--- config.mk ---
export PLATFORM = sky130hd
export DESIGN_NAME = sincos_cordic_engine_flat
export DESIGN_NICKNAME = d
export VERILOG_FILES = /design/src/rtl/sincos_cordic_engine_if.sv /design/src/rtl/sincos_cordic_engine.sv /design/src/flat_wrapper.sv
export SDC_FILE = /design/constraint.sdc
export NUM_CORES = 1
export LEC_CHECK = 0
export ABC_AREA = 1
export BUFFER_PORTS_ARGS = -buffer_cell sky130_fd_sc_hd__buf_4
export CAP_MARGIN = 20
export CORE_AREA = 3 3 194 385
export CTS_BUF_LIST = sky130_fd_sc_hd__clkbuf_8
export CTS_CLUSTER_SIZE = 40
export DETAILED_ROUTE_END_ITERATION = 12
export DIE_AREA = 0 0 197 388
export HOLD_SLACK_MARGIN = 0.05
export SYNTH_ARGS = -nofsm -noshare
export SYNTH_HDL_FRONTEND = slang
export SYNTH_SLANG_ARGS = --single-unit
export TNS_END_PERCENT = 50
--- constraint.sdc ---
create_clock -name clk -period 8.44 [get_ports clk]
set_clock_uncertainty 0.2 [all_clocks]
set_input_delay 1.688 -clock clk [delete_from_list [all_inputs] [get_ports clk]]
set_output_delay 1.688 -clock clk [all_outputs]
set_load 0.01 [all_outputs]
--- src/rtl/sincos_cordic_engine_if.sv ---
// Handshake and data bundle for the sine/cosine CORDIC engine.
// The master side (controller) drives start/ack and the angle; the slave side returns results.
interface sincos_cordic_engine_if #(
  parameter int W = 32
);
  logic                beg_fsm_cordic;
  logic                ack_cordic;
  logic                operation;
  logic signed [W-1:0] data_in;
  logic [1:0]          shift_region_flag;
  logic                ready_cordic;
  logic signed [W-1:0] sin_out;
  logic signed [W-1:0] cos_out;
  logic signed [W-1:0] data_output;
  logic                range_flag;

  modport master (
    output beg_fsm_cordic, ack_cordic, operation, data_in, shift_region_flag,
    input  ready_cordic, sin_out, cos_out, data_output, range_flag
  );

  modport slave (
    input  beg_fsm_cordic, ack_cordic, operation, data_in, shift_region_flag,
    output ready_cordic, sin_out, cos_out, data_output, range_flag
  );
endinterface

--- src/rtl/sincos_cordic_engine.sv ---
// Iterative rotation-mode CORDIC producing sin and cos of a Q2.(W-2) angle with quadrant fold-back.
// Optional macro SINCOS_GAIN_COMP_EN pre-scales the start vector by 1/K so outputs are true sin/cos.
module sincos_cordic_engine #(
  parameter int W    = 32,
  parameter int ITER = 24
) (
  input  logic                   clk,
  input  logic                   rst,
  sincos_cordic_engine_if.slave  bus
);
  localparam int XW = W + 2;
  localparam int CW = $clog2(ITER);

  typedef logic signed [XW-1:0] xw_t;
  typedef enum logic [1:0] {IDLE, ROT, FIXUP, DONE} state_t;

  function automatic xw_t atan_fn(input int i);
    real a;
    a = $atan(1.0 / (2.0 ** i)) * (2.0 ** (W - 2));
    return xw_t'($rtoi(a + 0.5));
  endfunction

  function automatic xw_t x0_fn();
`ifdef SINCOS_GAIN_COMP_EN
    real k;
    k = 1.0;
    for (int i = 0; i < ITER; i++) k = k * $sqrt(1.0 + 1.0 / (2.0 ** (2 * i)));
    return xw_t'($rtoi((2.0 ** (W - 2)) / k + 0.5));
`else
    return {4'b0001, {(W-2){1'b0}}};
`endif
  endfunction

  function automatic logic [W-1:0] half_pi_fn();
    real a;
    a = 2.0 * $atan(1.0) * (2.0 ** (W - 2));
    return W'($rtoi(a + 0.5));
  endfunction

  localparam xw_t           X0      = x0_fn();
  localparam logic [W-1:0]  HALF_PI = half_pi_fn();
  localparam xw_t           SAT_HI  = {3'b000, {(W-1){1'b1}}};
  localparam xw_t           SAT_LO  = {3'b111, {(W-1){1'b0}}};

  function automatic logic signed [W-1:0] sat(input xw_t v);
    if (v > SAT_HI)      return SAT_HI[W-1:0];
    else if (v < SAT_LO) return SAT_LO[W-1:0];
    else                 return v[W-1:0];
  endfunction

  xw_t atan_tab [ITER];
  for (genvar gi = 0; gi < ITER; gi++) begin : g_atan
    localparam xw_t ATAN_I = atan_fn(gi);
    assign atan_tab[gi] = ATAN_I;
  end

  state_t              state_q;
  logic [CW-1:0]       cnt_q;
  xw_t                 x_q, y_q, z_q;
  xw_t                 x_d, y_d, z_d;
  logic                op_q;
  logic [1:0]          flag_q;
  logic signed [W-1:0] sin_q, cos_q, dout_q;
  logic signed [W-1:0] sin_d, cos_d;
  logic                ready_q, range_q;
  xw_t                 x_sh, y_sh;
  logic [W-1:0]        abs_in;
  logic                out_range;

  always_comb begin
    x_sh = x_q >>> cnt_q;
    y_sh = y_q >>> cnt_q;
    if (!z_q[XW-1]) begin
      x_d = x_q - y_sh;
      y_d = y_q + x_sh;
      z_d = z_q - atan_tab[cnt_q];
    end else begin
      x_d = x_q + y_sh;
      y_d = y_q - x_sh;
      z_d = z_q + atan_tab[cnt_q];
    end
    // Fold the caller-removed quadrant back onto the first-quadrant rotation result.
    case (flag_q)
      2'b00:   begin sin_d = sat(x_q == x_q ? y_q : y_q); cos_d = sat(x_q);  end
      2'b01:   begin sin_d = sat(x_q);  cos_d = sat(-y_q); end
      2'b10:   begin sin_d = sat(-y_q); cos_d = sat(-x_q); end
      default: begin sin_d = sat(-x_q); cos_d = sat(y_q);  end
    endcase
    abs_in    = bus.data_in[W-1] ? unsigned'(-bus.data_in) : unsigned'(bus.data_in);
    out_range = abs_in > HALF_PI;
  end

  always_ff @(posedge clk) begin
    if (rst) begin
      state_q <= IDLE;
      cnt_q   <= '0;
      x_q     <= '0;
      y_q     <= '0;
      z_q     <= '0;
      op_q    <= 1'b0;
      flag_q  <= 2'b00;
      sin_q   <= '0;
      cos_q   <= '0;
      dout_q  <= '0;
      ready_q <= 1'b0;
      range_q <= 1'b0;
    end else begin
      case (state_q)
        IDLE: if (bus.beg_fsm_cordic) begin
          x_q     <= X0;
          y_q     <= '0;
          z_q     <= xw_t'(bus.data_in);
          cnt_q   <= '0;
          op_q    <= bus.operation;
          flag_q  <= bus.shift_region_flag;
          range_q <= out_range;
          state_q <= ROT;
        end
        ROT: begin
          x_q   <= x_d;
          y_q   <= y_d;
          z_q   <= z_d;
          cnt_q <= cnt_q + 1'b1;
          if (cnt_q == CW'(ITER - 1)) state_q <= FIXUP;
        end
        FIXUP: begin
          sin_q   <= sin_d;
          cos_q   <= cos_d;
          dout_q  <= op_q ? sin_d : cos_d;
          ready_q <= 1'b1;
          state_q <= DONE;
        end
        DONE: if (bus.ack_cordic) begin
          ready_q <= 1'b0;
          state_q <= IDLE;
        end
        default: state_q <= IDLE;
      endcase
    end
  end

  assign bus.ready_cordic = ready_q;
  assign bus.sin_out      = sin_q;
  assign bus.cos_out      = cos_q;
  assign bus.data_output  = dout_q;
  assign bus.range_flag   = range_q;
endmodule

--- src/flat_wrapper.sv ---
// flat-port wrapper written by rule: the top's interface ports become plain ports
module sincos_cordic_engine_flat 
#(
  parameter int W    = 32,
  parameter int ITER = 24
)
  (clk, rst, bus_beg_fsm_cordic, bus_ack_cordic, bus_operation, bus_data_in, bus_shift_region_flag, bus_ready_cordic, bus_sin_out, bus_cos_out, bus_data_output, bus_range_flag);
  sincos_cordic_engine_if #(.W(W)) bus_i ();
  input  logic clk;
  input  logic rst;
  input wire logic [$bits(bus_i.beg_fsm_cordic)-1:0] bus_beg_fsm_cordic;
  input wire logic [$bits(bus_i.ack_cordic)-1:0] bus_ack_cordic;
  input wire logic [$bits(bus_i.operation)-1:0] bus_operation;
  input wire logic [$bits(bus_i.data_in)-1:0] bus_data_in;
  input wire logic [$bits(bus_i.shift_region_flag)-1:0] bus_shift_region_flag;
  output wire logic [$bits(bus_i.ready_cordic)-1:0] bus_ready_cordic;
  output wire logic [$bits(bus_i.sin_out)-1:0] bus_sin_out;
  output wire logic [$bits(bus_i.cos_out)-1:0] bus_cos_out;
  output wire logic [$bits(bus_i.data_output)-1:0] bus_data_output;
  output wire logic [$bits(bus_i.range_flag)-1:0] bus_range_flag;
  assign bus_i.beg_fsm_cordic = bus_beg_fsm_cordic;
  assign bus_i.ack_cordic = bus_ack_cordic;
  assign bus_i.operation = bus_operation;
  assign bus_i.data_in = bus_data_in;
  assign bus_i.shift_region_flag = bus_shift_region_flag;
  assign bus_ready_cordic = bus_i.ready_cordic;
  assign bus_sin_out = bus_i.sin_out;
  assign bus_cos_out = bus_i.cos_out;
  assign bus_data_output = bus_i.data_output;
  assign bus_range_flag = bus_i.range_flag;
  sincos_cordic_engine #(.W(W), .ITER(ITER)) u_core (.clk(clk), .rst(rst), .bus(bus_i));
endmodule
* After elaboration in Yosys (flattened, before gate mapping)
Memories as Yosys holds them, arrays and structs flattened.
Index checks and enable logic that the tools add are counted.
Widths: inputs -> output; s select.
** Storage, ports and cells
- Register bits after elaboration :: 210
- Memory bits (read-only) :: 1088
- Input bits :: 39
- Output and inout bits :: 98
- Logic and storage cells :: 84
- Memories kept :: 1
** Operators by class
- Add/subtract/negate cells :: 10
- Magnitude comparators :: 10
- Eq/ne operators :: 9
- Shifts and indexed selects :: 2
- Mux-type cells :: 31
- Bitwise operators :: 1
- Reduce and logical (&&, ||, !) cells :: 8
** Memory list
- (no name shown) :: depth 32, bits a word 34, rd ports 1, clocked after Yosys merged registers in 0, write ports 0, line sincos_cordic_engine.sv:80 : z_d = z_q + atan_tab[cnt_q];
** Operators by type and width (number)
- $mux 32 :: 10
- $mux 34 :: 8
- $pmux 34 s2 :: 3
- $pmux 32 s3 :: 2
- $gt 34x32->1 const B :: 4
- $lt 34x32->1 const B :: 4
- $add 34x34->34 :: 3
- $sub 34x34->34 :: 3
- $neg 34->34 :: 2
- $sshr 34x5->34 :: 2
- $gt 32x31->1 const B :: 1
- $neg 32->32 :: 1
- $pmux 5 s2 :: 1
- $pmux 2 s4 :: 1
- $eq 2x2->1 const B :: 3
- $ge 6x6->1 const B :: 1
- $mux 2 :: 3
- $not 5->6 :: 1
- $reduce_and 2->1 :: 3
- $add 5x1->5 const B :: 1
- $eq 5x5->1 const B :: 1
- $mux 5 :: 1
- $eq 2x1->1 const B :: 2
- $logic_not 2->1 :: 2
- other kinds (6) :: 8

* Longest topological paths before layout
Gate-level depths: netlist (run 1).
- Word-level depth :: 7
- Mapped depth :: 37
- Depth with buffers taken out :: 34

* Worst setup path after synthesis (run 1)
Ideal clock, no wire load.
- Path kind :: register -> register
- From :: reg u_core.cnt_q[0]
- To :: reg u_core.z_q[33]
- Setup time :: 132 ps
- Arrival time :: 4241 ps
- Data required time :: 8108 ps
- Slack :: 3867 ps
- Cell stages (with the launch flop) :: 31
- Path buffers :: 3
- Clock period less this slack :: 4573 ps
- Cell sequence :: dfxtp_1 -> buf_4 -> inv_2 -> buf_6 -> buf_6 -> ha_1 -> or2_2 -> a21oi_1 -> inv_1 -> nand2_1 -> inv_1 -> nor3_2 -> nand2_1 -> nor2_1 -> nand2_1 -> nor3_4 -> nand4_1 -> or2_1 -> nand2_4 -> xnor2_1 -> ha_1 -> a21oi_1 -> inv_1 -> nor2_1 -> nor2_1 -> nor3_1 -> nand2_1 -> a21oi_1 -> o21ai_1 -> o21ai_1 -> a21oi_1
** Between the ends
- Cells in the longest elaborated chain, start to end :: 7
- Elaborated cells on any way between the ends :: 8
- Those cells by class :: 2 x add/sub; 4 x mux; 1 x bitwise; 1 x memory
** RTL lines
- from (decl) :: line sincos_cordic_engine.sv:58 : logic [CW-1:0] cnt_q;
- from (signal assigned) :: line sincos_cordic_engine.sv:123 : cnt_q <= cnt_q + 1'b1;
- $not 5->6 (not written as such) * :: line sincos_cordic_engine.sv:76, sincos_cordic_engine.sv:80
- $mem_v2 32x34 *
- $mux 34 (not written as such) * :: line sincos_cordic_engine.sv:76 : z_d = z_q - atan_tab[cnt_q];
- $mux 34 (not written as such) * :: line sincos_cordic_engine.sv:80
- $sub 34x34->34 or $add 34x34->34 (tied branches) :: line sincos_cordic_engine.sv:76, sincos_cordic_engine.sv:80
- $mux 34 * :: line sincos_cordic_engine.sv:73 : if (!z_q[XW-1]) begin
- $pmux 34 s2 * :: line sincos_cordic_engine.sv:108 : case (state_q)
- to (signal assigned) :: line sincos_cordic_engine.sv:112 : z_q <= xw_t'(bus.data_in);
- to (signal assigned) :: line sincos_cordic_engine.sv:122 : z_q <= z_d;
- to (decl) :: line sincos_cordic_engine.sv:59 : xw_t x_q, y_q, z_q;
Every way passes the cells marked *; elsewhere a longest branch is shown, timed or not. The select of a mux whose other input is x is not followed.
A chain may end at the register's enable or synchronous reset.

* Worst setup path after layout (run 1)
- From :: reg u_core.cnt_q[2]
- To :: reg u_core.z_q[33]
The elaborated chain is that of the path after synthesis.

==> results of run 1 <==
-- sequential cells by signal, indices dropped and copies added, names as in the netlist, 2 cells and up --
| register | cells |
|---|---|
| u_core.y_q | 34 |
| u_core.bus.sin_out | 32 |
| u_core.cnt_q | 5 |
| u_core.state_q | 2 |
| u_core.z_q | 34 |
| u_core.bus.cos_out | 32 |
| u_core.flag_q | 2 |
| u_core.x_q | 34 |
| u_core.bus.data_output | 32 |
-- cell type report --
| type | count | area, um^2 |
|---|---|---|
| clock inverters | 17 | 217.7 |
| inverters | 396 | 1490 |
| clock buffers | 47 | 646.9 |
| well taps | 916 | 1146 |
| repair buffers | 195 | 1474 |
| diodes | 3 | 7.507 |
| fillers | 8087 | 44450 |
| flip-flops and latches | 210 | 4209 |
| multi-input cells | 3621 | 18360 |
-- logic make-up (layout without fill, tap and decap cells) --
| kind of cell | after synthesis | count (layout) | synth area share (%) |
|---|---|---|---|
| AOI/OAI and AO/OA | 913 | 913 | 19.79 |
| and+or+nand+nor | 2413 | 2413 | 41.00 |
| DFF | 210 | 210 | 16.77 |
| buffers and inverters | 624 | 655 | 10.20 |
| adders and majority gates | 123 | 123 | 6.228 |
| xor gates and xnor gates | 172 | 172 | 6.008 |
| other | 0 | 3 | 0 |
-- cells in the final DEF, fill, tap and decap left out, drive strengths merged, types with 8 or more instances in the layout --
cell type  netlist  layout
nand2         1414    1414
nand3          509     509
a21oi          394     394
inv            388     394
o21ai          364     364
nor2           322     322
dfxtp          210     210
buf             79     194
xor2           135     135
ha             120     120
or2             56      56
a31oi           52      52
clkbuf         149      48
nor3            44      44
nand4           41      41
xnor2           37      37
a221oi          23      23
nor4            18      18
o21a            16      16
clkinv           8      12
o211ai          11      11
a21o             9       9
o221ai           8       8
-- tightest hold or removal path, stage by stage (launching register included) --
cell and delay, ps:
dfxtp_1 310, nand2_1 60, a21oi_1 50
-- stage by stage --
stage / util (%) / worst slack (ps) / hold slack, ps / cells
2_1_floorplan: - / 3867 / 259.5 / 4455
3_3_place_gp: 37.01 / 2302 / 252.6 / 5336
3_5_place_dp: 37.01 / 2334 / 256.4 / 5336
4_1_cts: 38.21 / 2336 / 266.7 / 5400
5_1_grt: 38.26 / 1906 / 283.4 / 5404
6_report: 38.26 / 2204 / 263.9 / 5405
-- worst min-delay path by stage --
stage / to / startpoint / slack (ps)
after floorplan: u_core.z_q[0] / u_core.z_q[0] / 260
after detailed placement: u_core.bus.data_output[26] / u_core.bus.data_output[26] / 260
after CTS: u_core.bus.data_output[26] / u_core.bus.data_output[26] / 270
after global routing: u_core.bus.data_output[21] / u_core.bus.data_output[21] / 280
final: u_core.bus.data_output[28] / u_core.bus.data_output[28] / 260
after global placement: u_core.bus.data_output[13] / u_core.bus.data_output[13] / 250
-- routing by layer --
layer / up-vias / routed length, um
li1: 14765 / -
met5: - / 0
met1: 13506 / 35890
met2: 1253 / 54000
met3: 550 / 6945
met4: 0 / 14120
==> flow_summary.yaml, run 1 <==
detailed_routing:
  detail_route.vias_per_cell: 5.564
  drt_wl_total_um: 111000
  dr.pass1.iters: 8
  routed_wire_length_per_instance_um: 20.53
  1st_iter_drt_viols: 1986
  ant_nets: 0
  num_vias: 30074
  number_of_design_rule_violations_left_after_detail_routing: 0
sta:
  fmax_ghz: 0.1604
  slew_of_the_pin_with_the_lowest_slew_margin_ps: 1102
  slew_viol_final: 0
  timing.final.crit_share_pct: 73.88
  timing.final.hold_violations: 0
  max_slew_margin_pct: 26.51
  setup_violations: 0
  grt_setup_unrepaired: "no"
  final_period_minus_worst_setup_slack_ps: 6236
  totalNegativeSetupSlack_ps: 0
floorplan:
  floorplan.rows: 139
  dieHeight_um: 388
  placeableCoreArea_um2: 72000
  fp.dieW_um: 197
  initial_utilization_pct: 34.82
  die_area_um2: 76440
  ioPinCount: 137
clocking:
  post_cts_hold_buffer_count: 0
  h-tree-depth: 2
  cts_num_sinks: 210
  cts_inserted_buffers: 38
  cts_root_buf: "clkbuf_8"
  clock_tree_from_tritoncts: "built"
  post_cts.repair.setup_buffers: 0
  max_clock_buf_depth: 3
  clk_latency_ps: 640
  cts_resized: 0
  path_clk_slew_ps: 60
synthesis:
  syn_area_um2: 25070
  synthTopCellsByCount: "nand2_1, nand3_1, a21oi_1"
  post_synth_main_area_contributors: "nand2_1, dfxtp_1, nand3_1"
  seq_cells_post_synth: 210
  synth.top_cell.area_share_pct: 20.81
  synth_cell_types: 62
  fraction_of_the_yosys_area_taken_by_sequential_cells_pct: 16.77
  synth-async-reset-ratio_pct: 0
  synth-main-ff-cell: "dfxtp_1"
  synthesis.nets: 4617
  synth_edf_count: 0
  syn_inst: 4455
  post-synth-top-area-cell: "nand2_1"
  synth_most_common_cell: "nand2_1"
  syn_avg_cell_area_um2: 5.628
  ys_warn_count: 0
worst_setup_path:
  reg2reg_depth: 24
  rr_endpoint: "u_core.z_q[33]"
  critical_path_buf_inv_count: 1
  crit_path_capture: "u_core.z_q[33]"
  worst_path_dominant_cell_family: "simple AND/OR/NAND/NOR gates"
  critical_path_required_ps: 8690
  timing.reg2reg.setup_slack_ps: 2200
  crit_path_max_fo: 65
  path_common_cell: "nand2_1"
  cp_cell_sequence: "inv_4 -> nor2_2 -> nand2_1 -> nand3_1 -> ha_1 -> nand3_2 -> nor3_2 -> nand2_1 -> nor2_1 -> nand2_1 -> nor3_4 -> nand4_1 -> or2_1 -> nand2_4 -> xor2_1 -> ha_1 -> a21oi_1 -> o21ai_0 -> nor3_1 -> nand2_1 -> a21oi_1 -> o21ai_1 -> o21ai_1 -> a21oi_1"
  cp_data_arrival_time_ps: 6490
  critical-path-max-stage-delay_ps: 790
  crit_slowest_cell: "dfxtp_2"
  worst_r2r_src: "u_core.cnt_q[2]"
  crit_path_start_kind: "flip-flop"
  critical_path_sink_type: "flip-flop"
  worstSetupStartpoint: "u_core.cnt_q[2]"
  worstSetupPathType: "flip-flop to flip-flop"
  path_depth: 24
global_routing:
  gr-total-overflow: 0
  grtUsageTotal_pct: 27.91
  use_met3_pct: 4.546
  grt_max_degree: 105
  groute.layer.met1.usage_pct: 25.54
  busiest_layer: "met2"
  grt_pass1_vias: 29242
  grt.met2_usage_pct: 50.26
  grt_antenna_before_repair: 4
  grt_pass1_wl_um: 166200
cells_and_area:
  post_route_cells_drive_above_1_share_pct: 8.671
  post_route_cell_area_um2: 27550
  synthToLayoutAreaGrowth_pct: 9.865
  layout.nets: 4624
run_status:
  outcome: "complete, no violations"
placed_design:
  finalWeightedCongestion: 1.078
  dpl-instance-area_um2: 26650
  portBuffers: 136
  hpwlAfterDp_um: 85290
min_path:
  min_path_cells: 2
  min_path_type: "flip-flop to flip-flop"
job:
  maxCapViolations: 0
Power of run 1 is left out: the tool's default activity adds up to more than one toggle a clock period on the data nets, which glitch-free logic cannot reach.
==> inputs of run 2 (changes only) <==
==> constraint.sdc (replaced) <==
create_clock -name clk -period 5.45 [get_ports clk]
set_clock_uncertainty 0.2 [all_clocks]
set_input_delay 1.09 -clock clk [delete_from_list [all_inputs] [get_ports clk]]
set_output_delay 1.09 -clock clk [all_outputs]
set_load 0.01 [all_outputs]
==> flow_summary.yaml, run 2 (synthesis gave the netlist of run 1 again) <==
detailed_routing:
  drt_wl_total_um: 117100
  ant_nets: 0
  routed_wire_length_per_instance_um: 21.26
  1st_iter_drt_viols: 1987
  dr.pass1.iters: 8
  num_vias: 30584
  number_of_design_rule_violations_left_after_detail_routing: 0
  detail_route.vias_per_cell: 5.552
min_path:
  min_path_type: "flip-flop to flip-flop"
  hold_path_startpoint: "u_core.bus.data_output[3]"
floorplan:
  floorplan.rows: 139
  fp.dieW_um: 197
  ioPinCount: 137
  die_area_um2: 76440
  initial_utilization_pct: 34.82
  dieHeight_um: 388
  placeableCoreArea_um2: 72000
worst_setup_path:
  critical_path_sink_type: "flip-flop"
  cp_data_arrival_time_ps: 5480
  worstSetupPathType: "flip-flop to flip-flop"
  critical_path_required_ps: 5800
  worst_r2r_src: "u_core.cnt_q[1]"
  path_common_cell: "nand2_1"
  critical-path-max-stage-delay_ps: 410
  worstSetupStartpoint: "u_core.cnt_q[1]"
  crit_path_max_fo: 32
  crit_slowest_cell: "dfxtp_4"
  crit_path_start_kind: "flip-flop"
global_routing:
  use_met3_pct: 4.989
  grt_pass1_wl_um: 173700
  grt_antenna_before_repair: 2
  grt_max_degree: 106
  groute.layer.met1.usage_pct: 26.00
  busiest_layer: "met2"
  grt_pass1_vias: 30025
  gr-total-overflow: 0
  grtUsageTotal_pct: 29.58
  grt.met2_usage_pct: 52.94
placed_design:
  dpl-instance-area_um2: 27500
  placement.setup.worst_slack_ps: 64.95
  portBuffers: 136
  finalWeightedCongestion: 1.094
  dpl.cell_count: 5437
  hpwlAfterDp_um: 92580
cells_and_area:
  most_frequent_standard_cell_in_the_layout_excluding_fill_and_tap_cells: "nand2_1"
  layout_common_cells: "nand2_1, nand3_1, a21oi_1, inv_1, o21ai_0"
  reg.largest.list: "u_core.x_q x34, u_core.y_q x34, u_core.z_q x34"
  layout.nets: 4727
  synthToLayoutAreaGrowth_pct: 13.49
  finish.cell_count_without_fillers: 5509
  post_route_cell_area_um2: 28460
  post_route_cells_drive_above_1_share_pct: 10.87
clocking:
  max_clock_buf_depth: 3
  post_cts_hold_buffer_count: 0
  cts_inserted_buffers: 39
  cts_root_buf: "clkbuf_8"
  h-tree-depth: 2
  cts_num_sinks: 210
  clock_tree_from_tritoncts: "built"
  path_clk_slew_ps: 70
  clk_latency_ps: 670
sta:
  slew_viol_final: 0
  max_slew_margin_pct: 18.05
  timing.final.crit_share_pct: 94.13
  fmax_ghz: 0.1949
  setup_violations: 0
  timing.final.hold_violations: 0
  slew_of_the_pin_with_the_lowest_slew_margin_ps: 1220
  final_period_minus_worst_setup_slack_ps: 5130
  totalNegativeSetupSlack_ps: 0
  fin_ws_ps: 319.7
  grt_setup_unrepaired: "yes"
run_status:
  outcome: "complete, no violations"
job:
  maxCapViolations: 0
==> run 2: cell types whose count changed in the layout (fill, tap and decap cells not counted), moves of 2 or more <==
| cell | delta |
|---|---|
| buf_4 | +92 |
| buf_12 | +6 |
| o21ai_0 | -4 |
| buf_6 | +3 |
| bufinv_16 | -3 |
| clkbuf_8 | +3 |
| clkinv_2 | +3 |
| o21ai_1 | +3 |
| clkbuf_16 | +2 |
| dfxtp_2 | -2 |
| dfxtp_4 | +2 |
==> run 2: metal layers <==
metal / up-vias / part of all wire, % / wire [um]
li1: 14964 / - / -
met1: 13819 / 31 / 36500
met2: 1238 / 49 / 57540
met3: 563 / 5.7 / 6649
met4: 0 / 14 / 16450
met5: - / 0 / 0
==> run 2: timing repair <==
| action | 4_1_cts | 5_1_grt |
|---|---|---|
| pin swaps | 0 | 1 |
| setup endpoints to repair | 1 | 15 |
| gates cloned | 0 | 2 |
| setup buffers | 0 | 1 |
| resized for setup | 1 | 21 |
==> run 2: layout make-up <==
| cell class | count | area [um^2] |
|---|---|---|
| clock buffers | 50 | 688.2 |
| inverters | 396 | 1496 |
| repair buffers | 297 | 2364 |
| clock inverters | 17 | 135.1 |
| flip-flops and latches | 210 | 4214 |
| diodes | 2 | 5.005 |
| fillers | 8160 | 43550 |
| well taps | 916 | 1146 |
| multi-input cells | 3621 | 18410 |
==> run 2: through the flow <==
stage	hold WS [ps]	utilization, %
finish	264.1	39.52
detailed placement	256.6	38.19
CTS	266.3	39.33
global placement	256.1	38.19
floorplan	259.5	-
global route	279.7	39.52
==> run 2: critical path, delay by kind of cell (launching register included) <==
kind	cells	cell delay [ps]
compound gates	7	1460
simple gates	12	1300
flops	1	410
buf+inv	6	770
xor+xnor	1	300
fa+ha+maj	2	570
==> run 2: final timing paths <==
path	depth (start not counted)	to	slack [ps]
worst max-delay path	28	u_core.y_q[33]	320
worst min-delay path	2	u_core.bus.data_output[3]	260
worst max register to register	28	u_core.y_q[33]	320
worst min register to register	2	u_core.bus.data_output[3]	260
Power of run 2 is left out for the same reason.
